### src/rtl/simon_pkg.sv
// ---------------------------------------------------------------------------
// simon_pkg
// Shared definitions for the Simon sequence generator:
//   - 2-bit colour codes (blue, green, red, yellow)
//   - LFSR tap mask and reset seed
//   - state encoding of the sequence generator FSM
//   - one-step helper for the Galois LFSR
// ---------------------------------------------------------------------------
package simon_pkg;

  localparam logic [1:0] COL_B = 2'd0;
  localparam logic [1:0] COL_G = 2'd1;
  localparam logic [1:0] COL_R = 2'd2;
  localparam logic [1:0] COL_Y = 2'd3;

  localparam logic [15:0] LFSR_TAPS = 16'hB400;
  localparam logic [15:0] LFSR_SEED = 16'hACE1;

  typedef enum logic [1:0] {
    IDLE  = 2'd0,
    FILL  = 2'd1,
    READY = 2'd2
  } seq_state_t;

  // Right-shifting Galois step: the bit shifted out decides whether the
  // tap mask is folded back into the register.
  function automatic logic [15:0] lfsr_step(input logic [15:0] value);
    return (value >> 1) ^ (value[0] ? LFSR_TAPS : 16'h0000);
  endfunction

endpackage

### src/rtl/simon_lfsr.sv
// ---------------------------------------------------------------------------
// simon_lfsr
// Free-running 16-bit Galois LFSR used as the colour source.
// Ports:
//   clk    in   system clock, rising edge
//   reset  in   synchronous active-high reset, loads SEED
//   out    out  current LFSR value (16 bits)
// ---------------------------------------------------------------------------
module simon_lfsr
  import simon_pkg::*;
#(
  parameter logic [15:0] SEED = LFSR_SEED
) (
  input  logic        clk,
  input  logic        reset,
  output logic [15:0] out
);

  // The register steps every cycle, whatever the sequence FSM is doing, so
  // the colour picked depends on how long the player took between levels.
  always_ff @(posedge clk) begin
    if (reset) begin
      out <= SEED;
    end else begin
      out <= lfsr_step(out);
    end
  end

endmodule

### src/rtl/simon_sequence_gen.sv
// ---------------------------------------------------------------------------
// simon_sequence_gen
// Builds and plays back the Simon colour sequence. Random colours come from
// a free-running LFSR, are stored one per level in a small register array,
// and are replayed one colour per 'next' request.
// Ports:
//   clk          in   system clock, rising edge
//   reset        in   synchronous active-high reset
//   new_game     in   strobe: clear the sequence and generate its first colour
//   append       in   strobe: add one random colour (level up)
//   rewind       in   strobe: read pointer back to index 0
//   next         in   strobe: emit colour at read pointer and advance
//   color        out  last emitted colour (held between emits)
//   color_valid  out  one-cycle pulse marking an emit
//   rd_idx       out  read pointer
//   length       out  number of stored colours, 0..MAX_LEN
//   seq_end      out  playback exhausted (read pointer == length)
//   full         out  length == MAX_LEN
//   ready        out  generator accepts append/rewind/next
// ---------------------------------------------------------------------------
module simon_sequence_gen
  import simon_pkg::*;
#(
  parameter int          MAX_LEN = 16,
  parameter int          IDX_W   = 4,
  parameter logic [15:0] SEED    = LFSR_SEED
) (
  input  logic             clk,
  input  logic             reset,
  input  logic             new_game,
  input  logic             append,
  input  logic             rewind,
  input  logic             next,
  output logic [1:0]       color,
  output logic             color_valid,
  output logic [IDX_W-1:0] rd_idx,
  output logic [IDX_W:0]   length,
  output logic             seq_end,
  output logic             full,
  output logic             ready
);

  localparam int LEN_W = IDX_W + 1;

  seq_state_t state, state_next;

  logic [15:0]      lfsr;
  logic             lfsr_unused;
  logic [1:0]       mem [MAX_LEN];
  logic [LEN_W-1:0] rd_ptr;

  logic do_clear;
  logic do_fill;
  logic do_rewind;
  logic do_emit;

  simon_lfsr #(
    .SEED(SEED)
  ) u_lfsr (
    .clk  (clk),
    .reset(reset),
    .out  (lfsr)
  );

  // Only the two low bits pick a colour; the rest just keep the LFSR long.
  assign lfsr_unused = ^lfsr[15:2];

  // The read pointer is kept one bit wider than rd_idx so that a full
  // 16-colour sequence can reach its end (pointer == length == 16) without
  // wrapping back to "not exhausted".
  assign rd_idx  = rd_ptr[IDX_W-1:0];
  assign seq_end = (rd_ptr == length);
  assign full    = (length == LEN_W'(MAX_LEN));
  assign ready   = (state == READY);

  // State register.
  always_ff @(posedge clk) begin
    if (reset) begin
      state <= IDLE;
    end else begin
      state <= state_next;
    end
  end

  // Next-state decode and command arbitration. new_game wins everywhere;
  // in READY only the highest-priority strobe present is considered, so an
  // append on a full sequence swallows any rewind/next in the same cycle.
  always_comb begin
    state_next = state;
    do_clear   = 1'b0;
    do_fill    = 1'b0;
    do_rewind  = 1'b0;
    do_emit    = 1'b0;
    if (new_game) begin
      do_clear   = 1'b1;
      state_next = FILL;
    end else begin
      case (state)
        IDLE: begin
          state_next = IDLE;
        end
        FILL: begin
          do_fill    = 1'b1;
          state_next = READY;
        end
        READY: begin
          if (append) begin
            if (!full) begin
              state_next = FILL;
            end
          end else if (rewind) begin
            do_rewind = 1'b1;
          end else if (next && !seq_end) begin
            do_emit = 1'b1;
          end
        end
        default: begin
          state_next = IDLE;
        end
      endcase
    end
  end

  // Length, read pointer and playback output. color_valid defaults low so
  // every emit is a single-cycle pulse; color itself is held.
  always_ff @(posedge clk) begin
    if (reset) begin
      length      <= '0;
      rd_ptr      <= '0;
      color       <= COL_B;
      color_valid <= 1'b0;
    end else begin
      color_valid <= 1'b0;
      if (do_clear) begin
        length <= '0;
        rd_ptr <= '0;
      end else if (do_fill) begin
        length <= length + LEN_W'(1);
        rd_ptr <= '0;
      end else if (do_rewind) begin
        rd_ptr <= '0;
      end else if (do_emit) begin
        color       <= mem[rd_ptr[IDX_W-1:0]];
        color_valid <= 1'b1;
        rd_ptr      <= rd_ptr + LEN_W'(1);
      end
    end
  end

  // Sequence memory write. FILL is only entered with length < MAX_LEN, so
  // the truncated index is always in range. A reset in FILL drops the write.
  always_ff @(posedge clk) begin
    if (!reset && do_fill) begin
      mem[length[IDX_W-1:0]] <= lfsr[1:0];
    end
  end

endmodule
### config.mk
export PLATFORM = sky130hd
export DESIGN_NAME = simon_sequence_gen
export DESIGN_NICKNAME = d
export VERILOG_FILES = /design/src/rtl/simon_pkg.sv /design/src/rtl/simon_lfsr.sv /design/src/rtl/simon_sequence_gen.sv
export SDC_FILE = /design/constraint.sdc
export NUM_CORES = 1
export LEC_CHECK = 0
export CAP_MARGIN = 15
export CORE_ASPECT_RATIO = 0.8
export CORE_UTILIZATION = 61
export DETAILED_ROUTE_END_ITERATION = 8
export PLACE_DENSITY = 0.9
export SETUP_SLACK_MARGIN = 0.2
export SLEW_MARGIN = 40
export SYNTH_ARGS = -nofsm -noshare
export SYNTH_HDL_FRONTEND = slang
export SYNTH_SLANG_ARGS = --single-unit
### constraint.sdc
create_clock -name clk -period 3.4 [get_ports clk]
set_input_delay 0.68 -clock clk [delete_from_list [all_inputs] [get_ports clk]]
set_output_delay 0.68 -clock clk [all_outputs]
set_load 0.02 [all_outputs]
## Yosys cells after proc, flatten, opt, wreduce, memory -nomap -nowiden

Memories as Yosys holds them, arrays and structs flattened. A register that Yosys moved wholly into a read port is not among the register bits.
Index checks and enable logic that the tools add are counted.

- Register bits: 29
- Bits in writable memories: 32
- Input port bits: 6
- Output and inout port bits: 15
- Logic and storage cells: 51
- Memories kept: 1

- Add/sub/neg operators: 2
- Equal/unequal tests: 8
- Multiplexer cells: 20
- Bitwise operators: 4
- Reductions and logical operators: 10

Memory list:

| name | depth | bits a word | read ports | clocked after memory_dff | write ports | line | text |
|---|---|---|---|---|---|---|---|
| mem | 16 | 2 | 1 | 1 | 1 | simon_sequence_gen.sv:49 | `logic [1:0] mem [MAX_LEN];` |

Operator list:

| operator | count |
|---|---|
| $mux 1 | 16 |
| $mux 16 | 1 |
| $xor 15x16->16 | 1 |
| $add 5x1->5 const B | 2 |
| $ne 3x3->1 const B | 2 |
| $eq 5x5->1 | 1 |
| $eq 5x5->1 const B | 1 |
| $mux 2 | 2 |
| $ne 2x2->1 const B | 2 |
| $pmux 2 s2 | 1 |
| $reduce_and 2->1 | 2 |
| $reduce_and 4->1 | 1 |
| $reduce_or 2->1 | 2 |
| $reduce_or 4->1 | 1 |
| $not 1->1 | 3 |
| $eq 2x1->1 const B | 1 |
| $eq 2x2->1 const B | 1 |
| $logic_and 1x1->1 | 2 |
| $logic_not 1->1 | 2 |

## Longest topological paths before layout

Gate-level depths: netlist (run 1).

- Depth after elaboration: 9
- Depth in mapped cells: 6

## By module

From an unflattened synthesis (run 1), not the netlist that was laid out.

- Cell total of the unflattened synthesis: 207
- Area, all modules: 2,617.5 µm²

By module, submodules not included:

| module | instances | cells each | area each (µm²) |
|---|---|---|---|
| simon_sequence_gen | 1 | 171 | 2,154.6 |
| simon_lfsr | 1 | 36 | 462.9 |

## Worst setup path after synthesis (run 1)

OpenSTA, ideal clock, no wires.

- Kind: register -> output
- Start point: register length[3]
- End point: output port seq_end
- Data arrival time: 1.210 ns
- Data required time: 2.720 ns
- Path slack: 1.510 ns
- Cell stages (with the launch flop): 5
- Cell sequence: dfxtp_1 -> buf_6 -> xor2_1 -> nor2_1 -> and2_1

- Word-level cells in the longest chain between the ends: 1

Ends and longest elaborated chain:

| what | line | text |
|---|---|---|
| start, declared | simon_sequence_gen.sv:37 | `output logic [IDX_W:0] length,` |
| start signal, assigned | simon_sequence_gen.sv:138 | `length <= length + LEN_W'(1);` |
| $eq 5x5->1 | simon_sequence_gen.sv:72 | `assign seq_end = (rd_ptr == length);` |
| end, declared | simon_sequence_gen.sv:38 | `output logic seq_end,` |

Every way passes these cells.

## Final worst setup path (run 1)

- Start point: register length[2]
- End point: output port seq_end

Same word-level chain as after synthesis.

==> metrics.cfg, run 1 <==
[finish]
fin_util=0.770
drive_gt1_frac=0.163
antenna_cells=0
layout_commonest_cell=edfxtp_1
stdcell_area_sq_um=3040
layout_common_cells=edfxtp_1, dfxtp_1, nor2_1
nFillCells=256
area_delta_synth_final_pct=16.2
nets=239

[timing]
timing.slew.headroom=0.568
tightest_slew_ns=0.647
period_share=0.861
skew_ns=0.0119
finalHoldViolCount=0
min_period_ns=2.93
rsz0062_at_grt=no
drv_slew=0
fin_ws_ns=0.474
fin_setup_tns_ns=0
finalSetupViolations=0
clock.fmax_mhz=342

[worst_setup_path]
crit_path_start=length[2]
cp-start-kind=flop
cp-end-kind=output pin
crit_type=flop to output pin
r2r_start=state[0]
cp.required_ns=2.72
r2r.worst_path.cells=5
critical_path.max_fanout=12
critPathArrivalTime_ns=2.25
reg2reg_to=mem[1][1]
rrSetupSlack_ns=1.67

[drt]
viasPerCell=5.51
wire_per_inst_um=16.2
ant_nets=0
drt_iter0_markers=80
post-route-drc-count=0
wirelength_mm=4.67
num_vias=1587
drt-pass1-iter-count=4

[synth]
synth.avg_cell_area_sq_um=12.7
ys_seq_area_frac=0.604
synth_area_sq_um=2620
synth-seq-cells=63
syn-num-nets=218
synth_cells=207
ys.flop_type=edfxtp_1
synth_edf_count=32
yosysWarnings=0
async_flop_share=0
yosysUniqueCellTypes=41

[hold_path]
holdPathStages=1
min_to=u_lfsr.out[7]
hold_path_class=flop to flop
hold_start=u_lfsr.out[8]

[clock_network]
hold_buffers=0
cts_root_buf=clkbuf_8
cts_tree=yes
clk_latency_ns=0.34
ctsResizeCount=0
cts_sinks=63
ctsHtreeMaxLevel=3
clkTransAtPathRegs_ns=0.07
clock_path_buffers=2
numCtsBuffers=9
cts_setup_buffers=0

[global_route]
grt-busiest-layer=met2
grt_max_degree=21
grt_pass1_vias=1558
grt_pass1_wl_mm=7.61
grt_usage=0.244
antenna_found_initial=0
grt-ovfl-total=0
use_met1=0.318
use_met2=0.381
use_met3=0.101

[floorplanning]
rows=20
core-area_sq_um=3950
start_util=0.662
io_pins=21
die_y_um=60.6
dieWidth_um=75.3
die_area_sq_um=4560

[power]
powerDensity_nw_per_um2=505
p_leak_nw=1.04
ir_worst_vdd_uv=403

[outcome]
status=finished clean

[place]
placed_area_sq_um=2820
place_worst_setup_slack_ns=0.896
dpl.hpwl_mm=3.08
port_buffers=20
routabilityCongestion=0.802

[flow_run]
maxCapViolCount=0

-- per-layer routing --
| layer | up-vias | wire [um] |
|---|---|---|
| li1 | 763 | - |
| met1 | 764 | 2050 |
| met2 | 58 | 2230 |
| met3 | 2 | 364 |
| met4 | 0 | 17 |
| met5 | - | 0 |
-- cell usage after synthesis (all sizes together) (6+ instances only) --
cell / number / area (sq um)
mux4: 6 / 139
xnor2: 7 / 61.3
nand3: 6 / 30.0
buf: 11 / 86.3
nor2b: 9 / 56.3
nor2: 28 / 105
nand2: 7 / 26.3
edfxtp: 32 / 961
nor3: 6 / 41.3
or2: 7 / 43.8
dfxtp: 31 / 621
xor2: 7 / 68.8
-- sequential cells by signal (all words and copies together), names as in the netlist --
| name | count |
|---|---|
| u_lfsr.out | 16 |
| length | 5 |
| mem | 32 |
| state | 2 |
| color_valid | 1 |
| color | 2 |
| rd_ptr | 5 |
-- through the flow --
step | hold WS, ns | total power, W | instances
after floorplan | 0.389 | 0.000865 | 207
after global placement | 0.393 | 0.000883 | 272
after detailed placement | 0.399 | 0.000885 | 272
after CTS | 0.416 | 0.00155 | 288
after global routing | 0.431 | 0.00159 | 288
final | 0.415 | 0.00154 | 288
-- cell type report --
cell class / instances / area, sq um / area share
multi-input cells: 124 / 917 / 0.301
clock buffers: 12 / 188 / 0.0617
repair buffers: 25 / 238 / 0.0781
well taps: 55 / 68.8 / 0.0226
flip-flops and latches: 63 / 1580 / 0.520
inverters: 5 / 18.8 / 0.00617
clock inverters: 4 / 32.5 / 0.0107
-- report_power, final --
group          internal (W)  switching, W
Clock              0.000377      0.000291
Combinational     0.0000245     0.0000230
Sequential         0.000811     0.0000105
Total               0.00121      0.000325
-- worst max path at each step --
stage               to  slack [ns]  depth (start not counted)
4_1_cts        seq_end        0.46                          4
6_report       seq_end        0.47                          4
3_5_place_dp   seq_end        0.90                          4
3_3_place_gp   seq_end        0.96                          4
5_1_grt        seq_end        0.36                          4
2_1_floorplan  seq_end        1.51                          4
-- critical path, cell delays in order, from the launching register on --
cell and delay (ns):
dfxtp_1 0.61, xor2_2 0.15, nor3_4 0.31, and2_1 0.23, clkdlybuf4s50_1 0.62
-- kinds of logic (layout without fill, tap and decap cells) --
| kind of cell | count (synthesis) | after routing | share of synthesized area |
|---|---|---|---|
| XOR/XNOR | 14 | 14 | 0.0497 |
| buffers and inverters | 20 | 46 | 0.0459 |
| flip-flops | 63 | 63 | 0.604 |
| AO/OA/AOI/OAI | 19 | 19 | 0.0559 |
| multiplexers | 11 | 11 | 0.0721 |
| AND/OR/NAND/NOR | 75 | 75 | 0.149 |
| adder cells (fa/ha/maj) | 5 | 5 | 0.0239 |
No activity file was read; power rests on OpenSTA's default activity.
==> run 2, diff against run 1 <==
Settings changed: CORE_UTILIZATION 61 to 30, CTS_CLUSTER_DIAMETER set to 150, PLACE_DENSITY 0.9 to 0.54.
==> metrics.cfg, run 2 (synthesis results as in run 1) <==
[timing]
skew_ns=0.00864  ; was 0.0119 ns
timing.slew.headroom=0.515  ; was 0.568
min_period_ns=2.85  ; was 2.93 ns
tightest_slew_ns=0.726  ; was 0.647 ns
clock.fmax_mhz=350  ; was 342 MHz
period_share=0.839  ; was 0.861
drv_slew=0  ; unchanged
fin_setup_tns_ns=0  ; unchanged
finalHoldViolCount=0  ; unchanged
finalSetupViolations=0  ; unchanged
rsz0062_at_grt=no  ; unchanged

[drt]
wirelength_mm=4.72  ; was 4.67 mm
viasPerCell=4.37  ; was 5.51
drt-pass1-iter-count=4  ; unchanged
post-route-drc-count=0  ; unchanged
drt_iter0_markers=66  ; was 80
wire_per_inst_um=13.7  ; was 16.2 um
num_vias=1506  ; was 1587
ant_nets=0  ; unchanged

[place]
port_buffers=20  ; unchanged
dpl.cell_count=329  ; was 272
placed_area_sq_um=2900  ; was 2820 sq um
routabilityCongestion=0.736  ; was 0.802
dpl.hpwl_mm=3.36  ; was 3.08 mm

[global_route]
grt_usage=0.113  ; was 0.244
antenna_found_initial=0  ; unchanged
grt-ovfl-total=0  ; unchanged
grt_max_degree=21  ; unchanged
grt_pass1_vias=1457  ; was 1558
grt_pass1_wl_mm=7.48  ; was 7.61 mm

[power]
powerDensity_nw_per_um2=465  ; was 505 nW/um^2
p_comb_frac=0.033  ; was 0.031
p_leak_nw=1.01  ; was 1.04 nW
switching_share=0.230  ; was 0.211
ir_worst_vdd_uv=247  ; was 403 uV
seq_power_share=0.576  ; was 0.534
power_frac_clock=0.392  ; was 0.435
switching_power_w=0.000329  ; was 0.000325 W
intPower_w=0.00110  ; was 0.00121 W

[hold_path]
hold_path_class=flop to flop  ; unchanged
holdPathStages=1  ; unchanged

[clock_network]
numCtsBuffers=9  ; unchanged
hold_buffers=0  ; unchanged
clkTransAtPathRegs_ns=0.07  ; about the same
cts_root_buf=clkbuf_8  ; unchanged
clk_latency_ns=0.34  ; about the same
ctsHtreeMaxLevel=3  ; unchanged
cts_setup_buffers=0  ; unchanged
clock_path_buffers=2  ; unchanged
ctsResizeCount=0  ; unchanged
cts_sinks=63  ; unchanged
cts_tree=yes  ; unchanged

[finish]
stdcell_count=345  ; was 288
stdcell_area_sq_um=3070  ; was 3040 sq um
largest_reg_flops=32  ; unchanged
nFillCells=860  ; was 256
drive_gt1_frac=0.159  ; was 0.163
area_delta_synth_final_pct=17.2  ; was 16.2%
nets=239  ; unchanged
layout_commonest_cell=edfxtp_1  ; unchanged
layout_common_cells=edfxtp_1, dfxtp_1, nor2_1  ; unchanged
antenna_cells=0  ; unchanged

[floorplanning]
start_util=0.309  ; was 0.662
dieWidth_um=106  ; was 75.3 um
rows=30  ; was 20
io_pins=21  ; unchanged
core-area_sq_um=8480  ; was 3950 sq um
die_area_sq_um=9110  ; was 4560 sq um
die_y_um=85.6  ; was 60.6 um

[worst_setup_path]
path_depth=4  ; unchanged
critical_path.max_fanout=12  ; unchanged
max_stage_delay_ns=0.61  ; was 0.62 ns
crit_chain=xor2_2 -> nor3_4 -> and2_1 -> clkdlybuf4s50_1  ; unchanged
cp-start-kind=flop  ; unchanged
cp.required_ns=2.72  ; about the same
critPathArrivalTime_ns=2.17  ; was 2.25 ns
crit_family=buffers and inverters  ; unchanged
crit_type=flop to output pin  ; unchanged
r2r.worst_path.cells=4  ; was 5
slowest_stage=clkdlybuf4s50_1  ; unchanged
cp-end-kind=output pin  ; unchanged
cp_num_buf_inv=1  ; unchanged

[flow_run]
maxCapViolCount=0  ; unchanged

[outcome]
status=finished clean  ; unchanged

run 2: cell count changes in the layout (fill, tap and decap cells not counted), sizes merged:
cell,change
clkinvlp,+2
inv,-1
clkbuf,-3
clkinv,+2
run 2: worst paths after layout:
check	startpoint	end	slack, ns
setup reg to reg	rd_ptr[1]	color[0]	1.77
hold / removal	u_lfsr.out[8]	u_lfsr.out[7]	0.41
hold reg to reg	u_lfsr.out[8]	u_lfsr.out[7]	0.41
setup / recovery	length[2]	seq_end	0.55
run 2: metal layers:
metal | wire length (um) | global-route usage
met5 | 0 | 0
met4 | 62 | 0.0374
met3 | 243 | 0.0479
met2 | 1960 | 0.160
met1 | 2450 | 0.155
run 2: cell type report:
type                    count  area (sq um)  area share
repair buffers             25           238      0.0775
clock buffers               9           124      0.0404
clock inverters             7          50.0      0.0163
flip-flops and latches     63          1580       0.515
multi-input cells         124           917       0.299
well taps                 112           140      0.0457
inverters                   5          18.8     0.00611
run 2: power groups by stage:
stage                     registers, W  logic (W)  clock network [W]
after floorplan               0.000835  0.0000298                  0
after global placement        0.000838  0.0000470                  0
after detailed placement      0.000839  0.0000469                  0
after CTS                     0.000822  0.0000473           0.000576
after global routing          0.000823  0.0000517           0.000603
final                         0.000822  0.0000465           0.000559
run 2: per-stage QoR:
step | utilization | setup WS (ns) | total power, W | hold WS [ns]
floorplan | - | 1.51 | 0.000865 | 0.389
global placement | 0.341 | 0.935 | 0.000885 | 0.401
detailed placement | 0.341 | 0.906 | 0.000886 | 0.396
CTS | 0.362 | 0.520 | 0.00145 | 0.409
global route | 0.362 | 0.401 | 0.00148 | 0.428
finish | 0.362 | 0.546 | 0.00143 | 0.409
